--- src/rtl/iecdrv_rom_arbiter.sv ---
// Round-robin arbiter sharing one synchronous drive ROM between up to 4 drives, plus the image-loader write port.
// Optional: define IECDRV_ROM_HITCACHE_EN to answer repeated same-address reads without a ROM access.
module iecdrv_rom_arbiter #(
  parameter int NDRV    = 4,
  parameter int AW      = 15,
  parameter int ROM_LAT = 1
) (
  input  logic               clk,
  input  logic               reset,
  input  logic [NDRV-1:0]    req,
  input  logic [NDRV*AW-1:0] req_addr,
  output logic [NDRV*8-1:0]  rd_data,
  output logic [NDRV-1:0]    rd_valid,
  output logic [NDRV-1:0]    busy,
  input  logic               ld_wr,
  input  logic [AW-1:0]      ld_addr,
  input  logic [7:0]         ld_data,
  output logic [AW-1:0]      mem_addr,
  output logic               mem_we,
  output logic [7:0]         mem_d,
  input  logic [7:0]         mem_q
);

  // state  | meaning
  // S_IDLE | ROM free: issue buffered/direct loader write, else grant a pending drive
  // S_WAIT | fetch for drive g in flight; cnt counts down the ROM latency

  if (NDRV < 1 || NDRV > 4) begin : g_bad_ndrv
    $error("iecdrv_rom_arbiter: NDRV must be 1..4");
  end
  if (ROM_LAT < 1 || ROM_LAT > 3) begin : g_bad_lat
    $error("iecdrv_rom_arbiter: ROM_LAT must be 1..3");
  end

  typedef enum logic {S_IDLE, S_WAIT} state_t;

  state_t          state;
  logic [NDRV-1:0] pend;
  logic [AW-1:0]   addr [NDRV];
  logic [1:0]      rr;
  logic [1:0]      g;
  logic [1:0]      cnt;
  logic [1:0]      gnt;
  logic            gnt_v;
  logic            wbuf_v;
  logic [AW-1:0]   wbuf_addr;
  logic [7:0]      wbuf_data;
  logic [NDRV-1:0] hit;
  logic            fetch_done;

  assign fetch_done = (state == S_WAIT) && (cnt == 2'd0);

  // First pending drive at or after rr, wrapping modulo NDRV.
  always_comb begin
    int         idx;
    logic [1:0] idx2;
    idx   = 0;
    idx2  = 2'd0;
    gnt   = 2'd0;
    gnt_v = 1'b0;
    for (int k = NDRV - 1; k >= 0; k--) begin
      idx = int'(rr) + k;
      if (idx >= NDRV) idx = idx - NDRV;
      idx2 = idx[1:0];
      if (pend[idx2]) begin
        gnt   = idx2;
        gnt_v = 1'b1;
      end
    end
  end

  always_comb begin
    busy = pend;
    if (state == S_WAIT) busy[g] = 1'b1;
  end

`ifdef IECDRV_ROM_HITCACHE_EN
  logic [AW-1:0]   last_addr [NDRV];
  logic [NDRV-1:0] hit_ok;

  always_comb begin
    hit = '0;
    for (int i = 0; i < NDRV; i++)
      hit[i] = req[i] & hit_ok[i] & (req_addr[i*AW +: AW] == last_addr[i]);
  end

  // A loader write during or right after a fetch may have changed the byte, so it must not seed a hit.
  always_ff @(posedge clk) begin
    if (reset) begin
      hit_ok <= '0;
      for (int i = 0; i < NDRV; i++) last_addr[i] <= '0;
    end else begin
      if (fetch_done) begin
        last_addr[g] <= mem_addr;
        hit_ok[g]    <= ~(ld_wr | wbuf_v);
      end
      if (ld_wr) hit_ok <= '0;
    end
  end
`else
  assign hit = '0;
`endif

  always_ff @(posedge clk) begin
    if (reset) begin
      state     <= S_IDLE;
      pend      <= '0;
      rr        <= 2'd0;
      g         <= 2'd0;
      cnt       <= 2'd0;
      wbuf_v    <= 1'b0;
      wbuf_addr <= '0;
      wbuf_data <= 8'h00;
      rd_data   <= {NDRV{8'hFF}};
      rd_valid  <= '0;
      mem_addr  <= '0;
      mem_we    <= 1'b0;
      mem_d     <= 8'h00;
      for (int i = 0; i < NDRV; i++) addr[i] <= '0;
    end else begin
      rd_valid <= hit;
      mem_we   <= 1'b0;

      case (state)
        S_IDLE: begin
          if (wbuf_v) begin
            mem_we   <= 1'b1;
            mem_addr <= wbuf_addr;
            mem_d    <= wbuf_data;
            wbuf_v   <= 1'b0;
            if (ld_wr) begin
              wbuf_v    <= 1'b1;
              wbuf_addr <= ld_addr;
              wbuf_data <= ld_data;
            end
          end else if (ld_wr) begin
            mem_we   <= 1'b1;
            mem_addr <= ld_addr;
            mem_d    <= ld_data;
          end else if (gnt_v) begin
            mem_addr   <= addr[gnt];
            pend[gnt]  <= 1'b0;
            g          <= gnt;
            rr         <= (int'(gnt) == NDRV - 1) ? 2'd0 : gnt + 2'd1;
            cnt        <= 2'(ROM_LAT);
            state      <= S_WAIT;
          end
        end
        S_WAIT: begin
          if (ld_wr) begin
            wbuf_v    <= 1'b1;
            wbuf_addr <= ld_addr;
            wbuf_data <= ld_data;
          end
          if (cnt == 2'd0) begin
            rd_data[int'(g)*8 +: 8] <= mem_q;
            rd_valid[g]             <= 1'b1;
            state                   <= S_IDLE;
          end else begin
            cnt <= cnt - 2'd1;
          end
        end
        default: state <= S_IDLE;
      endcase

      // A new request wins over the grant clearing its pend bit.
      for (int i = 0; i < NDRV; i++) begin
        if (req[i] && !hit[i]) begin
          pend[i] <= 1'b1;
          addr[i] <= req_addr[i*AW +: AW];
        end
      end
    end
  end

endmodule

--- config.mk ---
export PLATFORM = sky130hd
export DESIGN_NAME = iecdrv_rom_arbiter
export DESIGN_NICKNAME = d
export VERILOG_FILES = /design/src/rtl/iecdrv_rom_arbiter.sv
export SDC_FILE = /design/constraint.sdc
export NUM_CORES = 1
export LEC_CHECK = 0
export BUFFER_PORTS_ARGS = -buffer_cell sky130_fd_sc_hd__buf_4
export CAP_MARGIN = 30
export CORE_AREA = 5 5 154 156
export CTS_CLUSTER_SIZE = 24
export DETAILED_ROUTE_END_ITERATION = 16
export DIE_AREA = 0 0 159 161
export PLACE_DENSITY = 0.52
export REMOVE_ABC_BUFFERS = 1
export SLEW_MARGIN = 20
export SYNTH_ARGS = -nofsm -noshare
export SYNTH_HDL_FRONTEND = slang
export SYNTH_SLANG_ARGS = --single-unit
--- constraint.sdc ---
create_clock -name clk -period 2.96 [get_ports clk]
set_clock_uncertainty 0.05 [all_clocks]
set_input_delay 0.592 -clock clk [delete_from_list [all_inputs] [get_ports clk]]
set_output_delay 0.592 -clock clk [all_outputs]
set_load 0.005 [all_outputs]
==> flow_summary.rst, run 1 <==
.. list-table::
   :header-rows: 1

   * - Metric
     - Value
   * - Outcome
     - complete, no violations
   * - Critical path capture point type
     - primary output
   * - Number of gates resized after cts
     - 0
   * - Critical Path, Cell by Cell
     - inv_1 > ha_1 > a21o_1 > buf_4
   * - Warnings, synthesis
     - 0
   * - Number of global-route vias before repair
     - 5131
   * - Worst slew margin relative to its limit
     - 0.472
   * - Boundary pin count
     - 162
   * - Number of synthesized flops with an enable pin
     - 60
   * - Design area
     - 8620 um2
   * - Root buffer cell
     - clkbuf_16
   * - Upper clock frequency limit
     - 405 MHz
   * - Worst setup timing slack at the placement stage
     - 0.603 ns
   * - DIE WIDTH
     - 159 um
   * - CP Class
     - reg2out
   * - Worst Hold Slack
     - 0.348 ns
   * - Number of endpoints failing setup at the final stage
     - 0
   * - Commonest non-fill, non-tap cells in the layout
     - 172 x buf_4, 115 x nand2_1, 94 x dfxtp_1
   * - Hold Startpoint
     - req[1]
   * - Final net count
     - 897
   * - FP Rows
     - 55
   * - Filler cell count
     - 2186
   * - Critical path fanouts, max
     - 8
   * - Clk sink count
     - 155
   * - Clock buffer count from CTS
     - 17
   * - Clock edge transition at the registers on the reported setup and hold paths
     - 0.07 ns
   * - Placeable core region
     - 22200 um2
   * - H-Tree Depth
     - 4
   * - Wire length of the first global-routing pass
     - 28600 um
   * - Number of hold-repair buffers added at the cts stage
     - 0
   * - Required arrival time at the worst endpoint
     - 2.32 ns
   * - Switching pwr
     - 1.44 mW
   * - TritonCTS clock tree
     - built
   * - Via total after detailed routing
     - 4996
   * - Final core occ
     - 0.388
   * - Initial standard-cell utilization of the core
     - 0.293
   * - Global-route usage over all layers
     - 0.141
   * - Crit. Startpoint
     - g[0]
   * - Largest net degree at the start of global routing
     - 46
   * - Number of hold violations in the final report
     - 0
   * - Number of detailed-routing iterations run before antenna repair
     - 4
   * - Type of the tightest min-delay check
     - in2reg
   * - Global route overflow
     - 0
   * - Area of the die
     - 25600 um2
   * - Master of the slowest instance on the critical path
     - dfxtp_1
   * - Number of non-filler instances in the completed layout
     - 1084
   * - Synthesized instance count
     - 632
   * - Post-synthesis instance area
     - 6520 um2
   * - Fraction of layout instances using a drive strength above 1
     - 0.283
   * - Largest vdd supply drop
     - 0.000346 V
   * - Leak
     - 3.40 nW
   * - Final WL
     - 18100 um
   * - Sequential fraction of the synthesis area
     - 0.568
   * - Detail-routed via count per cell
     - 4.61
   * - Mean cell area of the mapped netlist
     - 10.3 um2
   * - Number of setup buffers added after CTS
     - 0
   * - Maximum Capacitance Violations
     - 0
   * - Diode count
     - 0
   * - Category of cells accounting for the largest share of critical-path delay
     - flip-flops
   * - Critical path buffer and inverter count
     - 2
   * - Data arrival, critical path
     - 1.83 ns
   * - Max Root-Sink Buffers
     - 2
   * - Final setup slack of the worst path
     - 0.488 ns
   * - RSZ-0062 raised after global routing
     - no
   * - Avg WL per Cell
     - 16.7 um
   * - TNS Setup
     - 0 ns
   * - Tmin final
     - 2.47 ns
   * - Most common cell after layout, fill and taps aside
     - buf_4
   * - Initial antenna violation count
     - 0
   * - Final count of pins violating max slew
     - 0
   * - Final weighted congestion in routability-driven placement
     - 0.732
   * - Critical path's largest stage delay
     - 0.52 ns
   * - Cell count of the worst hold path
     - 3
   * - Post-synthesis cell type count
     - 42
   * - Area delta synth->final
     - 32.2%
   * - IO buf count
     - 161
   * - Async SR Flop Fraction
     - 0
   * - Number of stages on the worst setup path
     - 4
   * - Post-route DRC violation count
     - 0
   * - HPWL reported at the end of detailed placement
     - 13100 um
   * - Share of the clock period used by the worst path
     - 0.835
   * - Primary FF master, synth
     - dfxtp_1
   * - Die H
     - 161 um
   * - Post-Place Cells
     - 1051
   * - Internal Pwr Total
     - 4.00 mW
   * - Register share of total power
     - 0.453
   * - Initial DRC Count
     - 224
   * - Switching share of total power
     - 0.265
   * - Clock Power Share
     - 0.414
   * - Post-synthesis register bit count
     - 155
   * - Slew of the pin with the lowest slew margin
     - 0.790 ns
   * - Total power density per cell area
     - 631 nW/um2
   * - Clk Latency, worst-skew pair
     - 0.42 ns
   * - Post-layout total power
     - 5.44 mW
   * - Start of the worst register-to-register path
     - g[0]
   * - Kind of start point of the critical path
     - flip-flop
   * - Logic pwr share
     - 0.133
   * - R2R depth
     - 5
   * - Remaining antenna violation count
     - 0
   * - Post-placement cell area
     - 8010 um2
[Yosys cell counts, drive strengths merged, types with 13 or more instances]
| cell | n | area share |
|---|---|---|
| a21oi | 39 | 0.030 |
| a221o | 32 | 0.049 |
| a221oi | 14 | 0.019 |
| a32o | 14 | 0.021 |
| and2 | 64 | 0.061 |
| clkbuf | 28 | 0.016 |
| dfxtp | 95 | 0.29 |
| edfxtp | 60 | 0.28 |
| ha | 13 | 0.025 |
| inv | 21 | 0.012 |
| nand2 | 115 | 0.066 |
| nand3 | 32 | 0.025 |
| nor2 | 39 | 0.024 |
[cell families (layout without fill, tap and decap cells)]
| logic type | count (synthesis) | count (layout) | share of synthesized area |
|---|---|---|---|
| compound gates | 119 | 119 | 0.142 |
| fa+ha+maj | 13 | 13 | 0.0249 |
| buf+inv | 60 | 227 | 0.0387 |
| flops | 155 | 155 | 0.568 |
| mux | 14 | 14 | 0.0221 |
| simple gates | 271 | 271 | 0.204 |
[path summary, 6_finish.rpt]
kind,to,slack (ns)
setup / recovery,busy[0],0.49
hold reg to reg,wbuf_data[6],0.40
hold / removal,pend[1],0.35
setup reg to reg,rd_data[7],0.77
[layer usage]
| layer | wire [um] | global-route usage | vias up |
|---|---|---|---|
| met1 | 8700 | 0.196 | 2297 |
| li1 | - | - | 2549 |
| met5 | 0 | 0 | - |
| met2 | 8250 | 0.212 | 146 |
| met4 | 124 | 0.0376 | 0 |
| met3 | 1040 | 0.0464 | 4 |
[registers in the layout, indices dropped and copies added (netlist names)]
name and cells:
rr 2, wbuf_data 8, mem_d 8, pend 4
mem_addr 15, wbuf_v 1, cnt 2, rd_data 32
addr 60, wbuf_addr 15, rd_valid 4, state 1
mem_we 1, g 2
[worst min-delay path: stages]
cell and delay [ns]:
buf_4 0.09, a21oi_1 0.03, nor2_1 0.07
[power groups by stage]
stage	clock network (mW)	logic, mW	registers [mW]
finish	2.25	0.724	2.47
global route	2.41	0.815	2.48
CTS	2.30	0.743	2.47
detailed placement	0	0.741	2.51
global placement	0	0.736	2.51
floorplan	0	0.346	2.50
[area by class of cell]
type | instances | area [um2] | share of cell area
Clock buffer | 18 | 429 | 0.0498
Clock inverter | 14 | 175 | 0.0203
Inverter | 21 | 78.8 | 0.00914
Multi-Input combinational cell | 417 | 2570 | 0.298
Sequential cell | 155 | 3700 | 0.430
Tap cell | 285 | 357 | 0.0413
Timing Repair Buffer | 174 | 1310 | 0.152
(Power assumes the default switching activity.)
==> run 2: changes to the inputs <==
clock period = 2.6 ns   (was 2.96 ns; I/O delays follow)
==> run 2 against run 1 <==
Non-clock buffer count grew 6. Largest cell class unchanged. Sequential cell count is the same. Clock-buffer cell count grew 2. Setup slack lost 0.24 ns. Via count grew 1.5%.
==> flow_summary.rst, run 2 (synthesis results as in run 1) <==
.. list-table::
   :header-rows: 1

   * - Metric
     - Value
   * - Outcome
     - complete, no violations (unchanged)
   * - Upper clock frequency limit
     - 425 MHz
   * - Kind of start point of the critical path
     - flip-flop (unchanged)
   * - Final count of pins violating max slew
     - 0 (unchanged)
   * - DIE WIDTH
     - 159 um (unchanged)
   * - Leak
     - 3.39 nW (was 3.40 nW)
   * - Maximum Capacitance Violations
     - 0 (unchanged)
   * - HPWL reported at the end of detailed placement
     - 13200 um (was 13100 um)
   * - Number of hold violations in the final report
     - 0 (unchanged)
   * - Initial DRC Count
     - 303 (was 224)
   * - Via total after detailed routing
     - 5069 (was 4996)
   * - Largest vdd supply drop
     - 0.000427 V (was 0.000346 V)
   * - Internal Pwr Total
     - 4.34 mW (was 4.00 mW)
   * - Clock edge transition at the registers on the reported setup and hold paths
     - 0.06 ns (was 0.07 ns)
   * - Switching pwr
     - 1.56 mW (was 1.44 mW)
   * - Diode count
     - 0 (unchanged)
   * - FP Rows
     - 55 (unchanged)
   * - Area delta synth->final
     - 32.0% (was 32.2%)
   * - Hold Startpoint
     - req[1] (unchanged)
   * - Post-layout total power
     - 5.90 mW (was 5.44 mW)
   * - Logic pwr share
     - 0.142 (was 0.133)
   * - Initial standard-cell utilization of the core
     - 0.293 (unchanged)
   * - CP Class
     - reg2out (unchanged)
   * - Cell count of the worst hold path
     - 3 (unchanged)
   * - Number of global-route vias before repair
     - 4982 (was 5131)
   * - Max Root-Sink Buffers
     - 2 (unchanged)
   * - Worst Hold Slack
     - 0.274 ns (was 0.348 ns)
   * - Most common cell after layout, fill and taps aside
     - buf_4 (unchanged)
   * - Type of the tightest min-delay check
     - in2reg (unchanged)
   * - Post-route DRC violation count
     - 0 (unchanged)
   * - Worst setup timing slack at the placement stage
     - 0.378 ns (was 0.603 ns)
   * - R2R depth
     - 7 (was 5)
   * - Number of gates resized after cts
     - 0 (unchanged)
   * - Final core occ
     - 0.387 (was 0.388)
   * - Largest register FFs
     - 60 (unchanged)
   * - Wire length of the first global-routing pass
     - 28500 um (was 28600 um)
   * - IO buf count
     - 161 (unchanged)
   * - Crit. Startpoint
     - g[0] (unchanged)
   * - Boundary pin count
     - 162 (unchanged)
   * - Global-route usage over all layers
     - 0.140 (was 0.141)
   * - Clock Power Share
     - 0.381 (was 0.414)
   * - Initial antenna violation count
     - 0 (unchanged)
   * - Worst slew margin relative to its limit
     - 0.575 (was 0.472)
   * - Placeable core region
     - 22200 um2 (unchanged)
   * - Area of the die
     - 25600 um2 (unchanged)
   * - Die H
     - 161 um (unchanged)
   * - Critical path capture point type
     - primary output (unchanged)
   * - Design area
     - 8610 um2 (was 8620 um2)
   * - Post-Place Cells
     - 1058 (was 1051)
   * - Post-placement cell area
     - 8080 um2 (was 8010 um2)
   * - Switching share of total power
     - 0.264 (was 0.265)
   * - TNS Setup
     - 0 ns (unchanged)
   * - Global route overflow
     - 0 (unchanged)
   * - Clk sink count
     - 155 (unchanged)
   * - RSZ-0062 raised after global routing
     - no (unchanged)
   * - Share of the clock period used by the worst path
     - 0.905
   * - Number of non-filler instances in the completed layout
     - 1090 (was 1084)
   * - Number of detailed-routing iterations run before antenna repair
     - 4 (unchanged)
   * - Final WL
     - 18400 um (was 18100 um)
   * - Tmin final
     - 2.35 ns
   * - Clock buffer count from CTS
     - 17 (unchanged)
   * - H-Tree Depth
     - 4 (unchanged)
   * - Final weighted congestion in routability-driven placement
     - 0.766 (was 0.732)
   * - TritonCTS clock tree
     - built (unchanged)
   * - Total power density per cell area
     - 685 nW/um2 (was 631 nW/um2)
   * - Largest registers
     - addr: 60 flops, rd_data: 32 flops (unchanged)
   * - Clk Latency, worst-skew pair
     - 0.42 ns (about the same)
   * - Slew of the pin with the lowest slew margin
     - 0.635 ns (was 0.790 ns)
   * - Commonest non-fill, non-tap cells in the layout
     - 178 x buf_4, 115 x nand2_1, 94 x dfxtp_1 (was 172 x buf_4, 115 x nand2_1, 94 x dfxtp_1)
   * - Data arrival, critical path
     - 1.78 ns (was 1.83 ns)
   * - Most flop-heavy register
     - addr (unchanged)
   * - Register share of total power
     - 0.477 (was 0.453)
   * - Number of endpoints failing setup at the final stage
     - 0 (unchanged)
   * - Largest net degree at the start of global routing
     - 41 (was 46)
   * - Number of setup buffers added after CTS
     - 0 (unchanged)
   * - Root buffer cell
     - clkbuf_16 (unchanged)
   * - Critical path fanouts, max
     - 8 (unchanged)
   * - Final net count
     - 903 (was 897)
   * - Start of the worst register-to-register path
     - pend[0] (was g[0])
   * - Required arrival time at the worst endpoint
     - 2.03 ns (was 2.32 ns)
   * - Final setup slack of the worst path
     - 0.247 ns (was 0.488 ns)
   * - Detail-routed via count per cell
     - 4.65 (was 4.61)
   * - Remaining antenna violation count
     - 0 (unchanged)
   * - Fraction of layout instances using a drive strength above 1
     - 0.286 (was 0.283)
   * - Avg WL per Cell
     - 16.8 um (was 16.7 um)
   * - Number of hold-repair buffers added at the cts stage
     - 0 (unchanged)
## run 2: changes by cell type in the layout (fill, tap and decap cells not counted), sizes merged
cell / previous run / this run
bufinv: 2 / 0
clkinvlp: 2 / 4
clkbuf: 19 / 20
clkinv: 1 / 3
inv: 30 / 26
buf: 173 / 180
## run 2: area by class of cell
| type | instances | area, um2 |
|---|---|---|
| clock inverters | 12 | 92.6 |
| fillers | 2255 | 13600 |
| flip-flops and latches | 155 | 3700 |
| clock buffers | 20 | 437 |
| inverters | 21 | 78.8 |
| well taps | 285 | 357 |
| repair buffers | 180 | 1370 |
| multi-input cells | 417 | 2570 |
## run 2: final timing paths
path	slack, ns	end
max reg2reg	0.53	mem_addr[14]
min reg2reg	0.40	wbuf_data[6]
max	0.25	busy[0]
min	0.27	pend[1]
## run 2: power groups by stage
stage	clock, mW	sequential (mW)	combinational [mW]
final	2.25	2.81	0.837
after global routing	2.41	2.83	0.936
after CTS	2.30	2.81	0.858
after detailed placement	0	2.86	0.856
after global placement	0	2.87	0.851
after floorplan	0	2.84	0.394
## run 2: layer usage
| metal | track usage | vias to the layer above | wire [um] | share of wire |
|---|---|---|---|---|
| met5 | 0 | - | 0 | 0 |
| met4 | 0.0326 | 0 | 138 | 0.0075 |
| met3 | 0.0418 | 8 | 1090 | 0.059 |
| met2 | 0.212 | 162 | 8230 | 0.45 |
| met1 | 0.198 | 2338 | 8900 | 0.48 |
| li1 | - | 2561 | - | - |
## run 2: critical path, cell delays in order, from the launching register on
cell and delay (ns):
dfxtp_1 0.50, inv_1 0.19, ha_1 0.32, a21o_1 0.22, buf_4 0.13
